$ cat src/rtl/eth_tx_scheduler.sv
// Ethernet TX scheduler: grants one of four frame sources per frame, follows the frame on the TX
// stream and enforces an inter-frame gap. Optional watchdog: ETH_TX_SCHED_WATCHDOG_EN.
module eth_tx_scheduler #(
  parameter int unsigned IFG_CYCLES     = 12,
  parameter int unsigned TIMEOUT_CYCLES = 4096
) (
  input  logic       CLK_125M,
  input  logic       SYS_RST,
  input  logic       REQ_ARP,
  input  logic       REQ_ICMP,
  input  logic       REQ_MOTOR,
  input  logic       REQ_AD,
  input  logic       RGMII_TX_VALID,
  input  logic       RGMII_TX_READY,
  input  logic       RGMII_TX_LAST,
  output logic       TRIG_TX_ARP,
  output logic       TRIG_TX_ICMP,
  output logic       TRIG_MOTOR_STATE,
  output logic       TRIG_ETH_TX,
  output logic       TX_BUSY,
  output logic [1:0] GRANT_ID,
  output logic [7:0] COALESCE_CNT,
  output logic       TX_TIMEOUT
);

  typedef enum logic [2:0] {StIdle, StGrant, StWaitFirst, StActive, StGap} state_e;

  localparam logic [15:0] GapLast = 16'(IFG_CYCLES - 1);

  state_e      state_q;
  logic [3:0]  pend_q, trig_q, req, clr;
  logic        rr_q;  // 1: AD preferred next, 0: MOTOR preferred next
  logic        busy_q;
  logic [1:0]  grant_id_q, sel;
  logic [7:0]  coal_q;
  logic [15:0] gap_cnt_q;
  logic        beat, in_frame, hit, frame_done, wd_expire;

  always_comb begin
    req      = {REQ_AD, REQ_MOTOR, REQ_ICMP, REQ_ARP};
    beat     = RGMII_TX_VALID & RGMII_TX_READY;
    in_frame = (state_q == StWaitFirst) || (state_q == StActive);
    clr      = '0;
    if (state_q == StGrant) clr[grant_id_q] = 1'b1;
    hit        = |(req & pend_q & ~clr);
    frame_done = in_frame && ((beat && RGMII_TX_LAST) || wd_expire);
    if (pend_q[0])                    sel = 2'd0;
    else if (pend_q[1])               sel = 2'd1;
    else if (pend_q[2] && pend_q[3])  sel = rr_q ? 2'd3 : 2'd2;
    else if (pend_q[2])               sel = 2'd2;
    else                              sel = 2'd3;
  end

  always_ff @(posedge CLK_125M) begin
    if (SYS_RST) begin
      pend_q <= '0;
      coal_q <= '0;
    end else begin
      pend_q <= (pend_q & ~clr) | req;
      if (hit && (coal_q != 8'hFF)) coal_q <= coal_q + 8'd1;
    end
  end

  always_ff @(posedge CLK_125M) begin
    if (SYS_RST) begin
      state_q    <= StIdle;
      trig_q     <= '0;
      busy_q     <= 1'b0;
      grant_id_q <= 2'd0;
      rr_q       <= 1'b0;
      gap_cnt_q  <= '0;
    end else begin
      trig_q <= '0;
      unique case (state_q)
        StIdle: begin
          if (|pend_q) begin
            state_q     <= StGrant;
            trig_q[sel] <= 1'b1;
            busy_q      <= 1'b1;
            grant_id_q  <= sel;
            if (sel[1]) rr_q <= ~sel[0];
          end
        end
        StGrant:     state_q <= StWaitFirst;
        StWaitFirst: if (beat) state_q <= StActive;
        StActive:    ;
        StGap: begin
          if (gap_cnt_q == GapLast) begin
            state_q <= StIdle;
            busy_q  <= 1'b0;
          end else begin
            gap_cnt_q <= gap_cnt_q + 16'd1;
          end
        end
        default: state_q <= StIdle;
      endcase
      // A zero-length gap goes straight back to IDLE
      if (frame_done) begin
        gap_cnt_q <= '0;
        if (IFG_CYCLES == 0) begin
          state_q <= StIdle;
          busy_q  <= 1'b0;
        end else begin
          state_q <= StGap;
        end
      end
    end
  end

`ifdef ETH_TX_SCHED_WATCHDOG_EN
  localparam logic [15:0] WdLast = 16'(TIMEOUT_CYCLES - 1);

  logic [15:0] wd_q;  // cycles since the grant or the latest beat
  logic        timeout_q;

  assign wd_expire = in_frame && !beat && (wd_q == WdLast);

  always_ff @(posedge CLK_125M) begin
    if (SYS_RST) begin
      wd_q      <= '0;
      timeout_q <= 1'b0;
    end else begin
      timeout_q <= wd_expire;
      if (state_q == StIdle)    wd_q <= '0;
      else if (in_frame && beat) wd_q <= 16'd1;
      else                      wd_q <= wd_q + 16'd1;
    end
  end

  assign TX_TIMEOUT = timeout_q;
`else
  assign wd_expire  = 1'b0;
  assign TX_TIMEOUT = 1'b0;
`endif

  assign TRIG_TX_ARP      = trig_q[0];
  assign TRIG_TX_ICMP     = trig_q[1];
  assign TRIG_MOTOR_STATE = trig_q[2];
  assign TRIG_ETH_TX      = trig_q[3];
  assign TX_BUSY          = busy_q;
  assign GRANT_ID         = grant_id_q;
  assign COALESCE_CNT     = coal_q;

endmodule
$ cat config.mk
export PLATFORM = sky130hd
export DESIGN_NAME = eth_tx_scheduler
export DESIGN_NICKNAME = d
export VERILOG_FILES = /design/src/rtl/eth_tx_scheduler.sv
export SDC_FILE = /design/constraint.sdc
export NUM_CORES = 1
export LEC_CHECK = 0
export BUFFER_PORTS_ARGS = -buffer_cell sky130_fd_sc_hd__buf_4
export CORE_MARGIN = 10
export CORE_UTILIZATION = 40
export CTS_CLUSTER_SIZE = 12
export DETAILED_ROUTE_END_ITERATION = 10
export SLEW_MARGIN = 20
export SYNTH_ARGS = -nofsm -noshare
export SYNTH_HDL_FRONTEND = slang
export SYNTH_SLANG_ARGS = --single-unit
$ cat constraint.sdc
create_clock -name CLK_125M -period 5.8 [get_ports CLK_125M]
set_clock_uncertainty 0.15 [all_clocks]
set_input_delay 1.16 -clock CLK_125M [delete_from_list [all_inputs] [get_ports CLK_125M]]
set_output_delay 1.16 -clock CLK_125M [all_outputs]
set_load 0.05 [all_outputs]
==> impl_table.tex <==
\begin{tabular}{lr}
\hline
Metric & Value \\
\hline
\multicolumn{2}{l}{\textbf{Worst setup path}} \\
Setup slack on the worst flop-to-flop path & around 3500 ps \\
Worst endpoint required time & between 5000 and 6000 ps \\
Setup crit start kind & input pin \\
Chain of cells forming the critical path & buf\_4 > nand3\_1 > a31oi\_1 > o21ai\_2 > or4\_1 > a21oi\_1 \\
Crit Path Class & input pin to register \\
Biggest fanout along the worst timing path & 10 \\
Kind of cell adding the most delay to the critical path & compound AO/OA/AOI/OAI gates \\
Worst stage delay on the critical path & $\sim$490 ps \\
Buffers and inverters on the worst path & 1 \\
Data arrival at the endpoint of the critical path & between 2000 and 2500 ps \\
Slowest cell on the critical path & sky130\_fd\_sc\_hd\_\_or4\_1 \\
Crit end category & register \\
\multicolumn{2}{l}{\textbf{CTS}} \\
Clock root cell & sky130\_fd\_sc\_hd\_\_clkbuf\_8 \\
Number of sinks on the clock net & 39 \\
Total clock buffers created by CTS & 5 \\
Bufs on Longest Clock Path & 2 \\
Skew-Pair Late Insertion Delay & about 290 ps \\
Postcts setup bufs & 0 \\
Post-CTS Hold Fix Bufs & 0 \\
Clock edge transition at the registers on the reported setup and hold paths & approximately 80 ps \\
CTS H-tree depth & 2 \\
Count of instances resized after the clock tree is built & 0 \\
Clock tree from TritonCTS & yes \\
\multicolumn{2}{l}{\textbf{Timing}} \\
Aggregate negative setup slack & 0 ps \\
Pins Over Slew Limit & 0 \\
Crit path time final & around 2400 ps \\
Worst slew pin tran & 693.1 ps \\
Unrepaired setup endpoints after global routing & no \\
Relative slew slack & 0.5314 \\
Final worst-path cycle share & 0.4164 \\
Number of hold violations in the final report & 0 \\
Highest clock frequency the design can meet & 0.4141 GHz \\
Number of endpoints failing setup at the final stage & 0 \\
\multicolumn{2}{l}{\textbf{Power}} \\
Final total power & around 0.63 mW \\
Maximum resistive drop on vdd & roughly 0.18 mV \\
Clock network fraction of total power & 0.374 \\
Sequential group share of total power & 0.472 \\
Power Dens Cells & 297.0 nW/um\^{}2 \\
Static leakage & 0.8023 nW \\
Switching Power & between 0.15 and 0.2 mW \\
Internal power & approximately 0.45 mW \\
Sw frac & 0.2818 \\
Gate power share & 0.154 \\
\multicolumn{2}{l}{\textbf{Global route}} \\
Vias in the first global route & approximately 1,500 \\
Total track usage & 0.1067 \\
Antenna violations before repair & 0 \\
First-pass GRT wire length & roughly 6.7 mm \\
Pin count of the biggest net entering global routing & 23 \\
Total congestion overflow after global routing & 0 \\
\multicolumn{2}{l}{\textbf{Route}} \\
First DRT Iteration DRCs & 55 \\
Number of antenna-violating nets in the routed design & 0 \\
Detailed-routing iteration count for the pre-antenna-repair pass & 4 \\
Wire length after detailed routing & slightly below 4 mm \\
Per-cell via count in the routed design & $\sim$5.4 \\
Routed WL per cell & roughly 14 um \\
Via count & around 1,600 \\
DRC violations left & 0 \\
\multicolumn{2}{l}{\textbf{Logic synthesis}} \\
Seq cells post-synth & 39 \\
Top cells by area, synth & sky130\_fd\_sc\_hd\_\_dfxtp\_1 (43\%), sky130\_fd\_sc\_hd\_\_nor2\_1 (7.0\%), sky130\_fd\_sc\_hd\_\_xor2\_1 (4.8\%) \\
Synth top area share & 0.4271 \\
Number of enable-type register cells in the synthesized netlist & 0 \\
Summed instance area of the synthesized netlist & between 1500 and 2000 um\^{}2 \\
Commonest cells in the synthesized netlist & sky130\_fd\_sc\_hd\_\_dfxtp\_1 (39), sky130\_fd\_sc\_hd\_\_nor2\_1 (34), sky130\_fd\_sc\_hd\_\_nand2\_1 (15) \\
Post-Syn Nets & roughly 230 \\
Gate count after technology mapping & 217 \\
Most common cell in the synthesized netlist & sky130\_fd\_sc\_hd\_\_dfxtp\_1 \\
Average size of a mapped cell & 8.424 um\^{}2 \\
Synth warnings & 0 \\
FFs w/ async S/R, synth & 0 \\
Yosys cell types & 43 \\
Biggest area consumer among synthesized cells & sky130\_fd\_sc\_hd\_\_dfxtp\_1 \\
Most used DFF post-synth & sky130\_fd\_sc\_hd\_\_dfxtp\_1 \\
Post-synthesis sequential area ratio & 0.4271 \\
\multicolumn{2}{l}{\textbf{Hold path}} \\
Class of the worst hold path & register to register \\
\multicolumn{2}{l}{\textbf{Outcome}} \\
Result of the run & finished clean \\
\multicolumn{2}{l}{\textbf{Die}} \\
Effective utilization at floorplan & 0.4170 \\
Top Ports & 25 \\
Chip Height & about 88 um \\
Total core area & between 4000 and 5000 um\^{}2 \\
Die X & between 80 and 90 um \\
Die Footprint & between 7000 and 8000 um\^{}2 \\
Number of placement rows & 24 \\
\multicolumn{2}{l}{\textbf{Placed design}} \\
DP Cell Count & 282 \\
Sum of net half-perimeters after detailed placement & between 2 and 3 mm \\
Global placer's final weighted congestion & slightly below 0.8 \\
Total of buffers placed on input and output ports & 23 \\
\multicolumn{2}{l}{\textbf{Final layout}} \\
Number of nets in the layout & 248 \\
Flip-flop and latch area & about 800 um\^{}2 \\
Area of the multi-input gates & between 900 and 1000 um\^{}2 \\
Layout cells sized above 1 & 0.1597 \\
Diode count & 0 \\
FILL cells & 440 \\
Layout Cells excl Fill & 290 \\
Synthesis-to-layout area growth & 16.36\% \\
\multicolumn{2}{l}{\textbf{Job}} \\
Number of max-capacitance violations reported & 0 \\
\hline
\end{tabular}
==> metrics by stage <==
step                      worst slack [ps]  area (um^2)  hold WS (ps)    util
after floorplan                       3311         1828         298.5       -
after global placement                3131         2009         321.8  0.4583
after detailed placement              3100         2009         325.5  0.4583
after CTS                             3404         2127         340.5  0.4852
after global routing                  3267         2127         399.7  0.4852
final                                 3385         2127         338.5  0.4852
==> state kept, by name (all words and copies together) (netlist names) <==
name / count
rr_q: 1
TX_BUSY: 1
trig_q: 4
COALESCE_CNT: 8
gap_cnt_q: 16
state_q: 3
pend_q: 4
GRANT_ID: 2
==> worst paths after layout <==
path | depth (start not counted) | to | startpoint
worst min-delay path | 2 | TX_BUSY | TX_BUSY
worst max-delay path | 6 | COALESCE_CNT[5] | REQ_MOTOR
worst max register to register | 5 | COALESCE_CNT[1] | state_q[2]
worst min register to register | 2 | TX_BUSY | TX_BUSY
==> worst register-to-register path, delay by kind of cell, from the launching register on <==
family	cells	cell delay, ps
flops	1	390
compound gates	2	700
mux	1	230
simple gates	2	700
==> logic make-up (layout without fill, tap and decap cells) <==
kind of cell / Yosys count / in the layout / share of synthesized area
and+or+nand+nor: 113 / 113 / 0.3327
DFF: 39 / 39 / 0.4271
AOI/OAI and AO/OA: 31 / 31 / 0.1027
xor gates and xnor gates: 15 / 15 / 0.07187
buffers and inverters: 14 / 35 / 0.03902
adders and majority gates: 2 / 2 / 0.01369
muxes: 2 / 2 / 0.01095
other: 1 / 1 / 0.002051
==> power groups by stage <==
stage | Combinational (mW) | Sequential, mW | Clock [mW]
final | 0.0973 | 0.298 | 0.236
after global routing | 0.107 | 0.301 | 0.251
after CTS | 0.0984 | 0.298 | 0.241
after detailed placement | 0.0981 | 0.304 | 0
after global placement | 0.0975 | 0.304 | 0
after floorplan | 0.0495 | 0.325 | 0
==> routing by layer <==
layer  up-vias  routed length [um]  part of all wire  global-route usage
li1        815                   -                 -                   -
met1       710                2034              0.52              0.1411
met2        28                1622              0.41              0.1554
met3         6                 174             0.044             0.02693
met4         0                  86             0.022             0.05652
met5         -                   0                 0                   0
==> final cells by class <==
| cell class | count | share of cell area |
|---|---|---|
| repair buffers | 23 | 0.08118 |
| clock inverters | 2 | 0.01647 |
| flip-flops and latches | 39 | 0.3671 |
| clock buffers | 6 | 0.03882 |
| inverters | 4 | 0.007059 |
| well taps | 52 | 0.03059 |
| multi-input cells | 164 | 0.4588 |
==> cell usage in the layout (no fill, tap or decap), drive strengths merged <==
cell    count
dfxtp      39
a21o        1
mux2i       2
bufinv      1
buf        23
clkinv      1
nor4bb      1
nand3b      2
and3        2
or2         1
ha          2
nand2b      3
o211ai      2
xor2       10
a21oi      12
inv         4
o21ai       7
a22oi       3
nor4        5
nor2       35
nand4      11
nand2      15
clkbuf      6
and4        4
o31ai       2
nor2b       2
nor4b       4
a311oi      1
conb        1
nor3        7
or3         5
or4         4
a31oi       2
and2        2
xnor2       5
nand3       9
nand4b      1
a211oi      1
No activity file was read; power rests on OpenSTA's default activity.
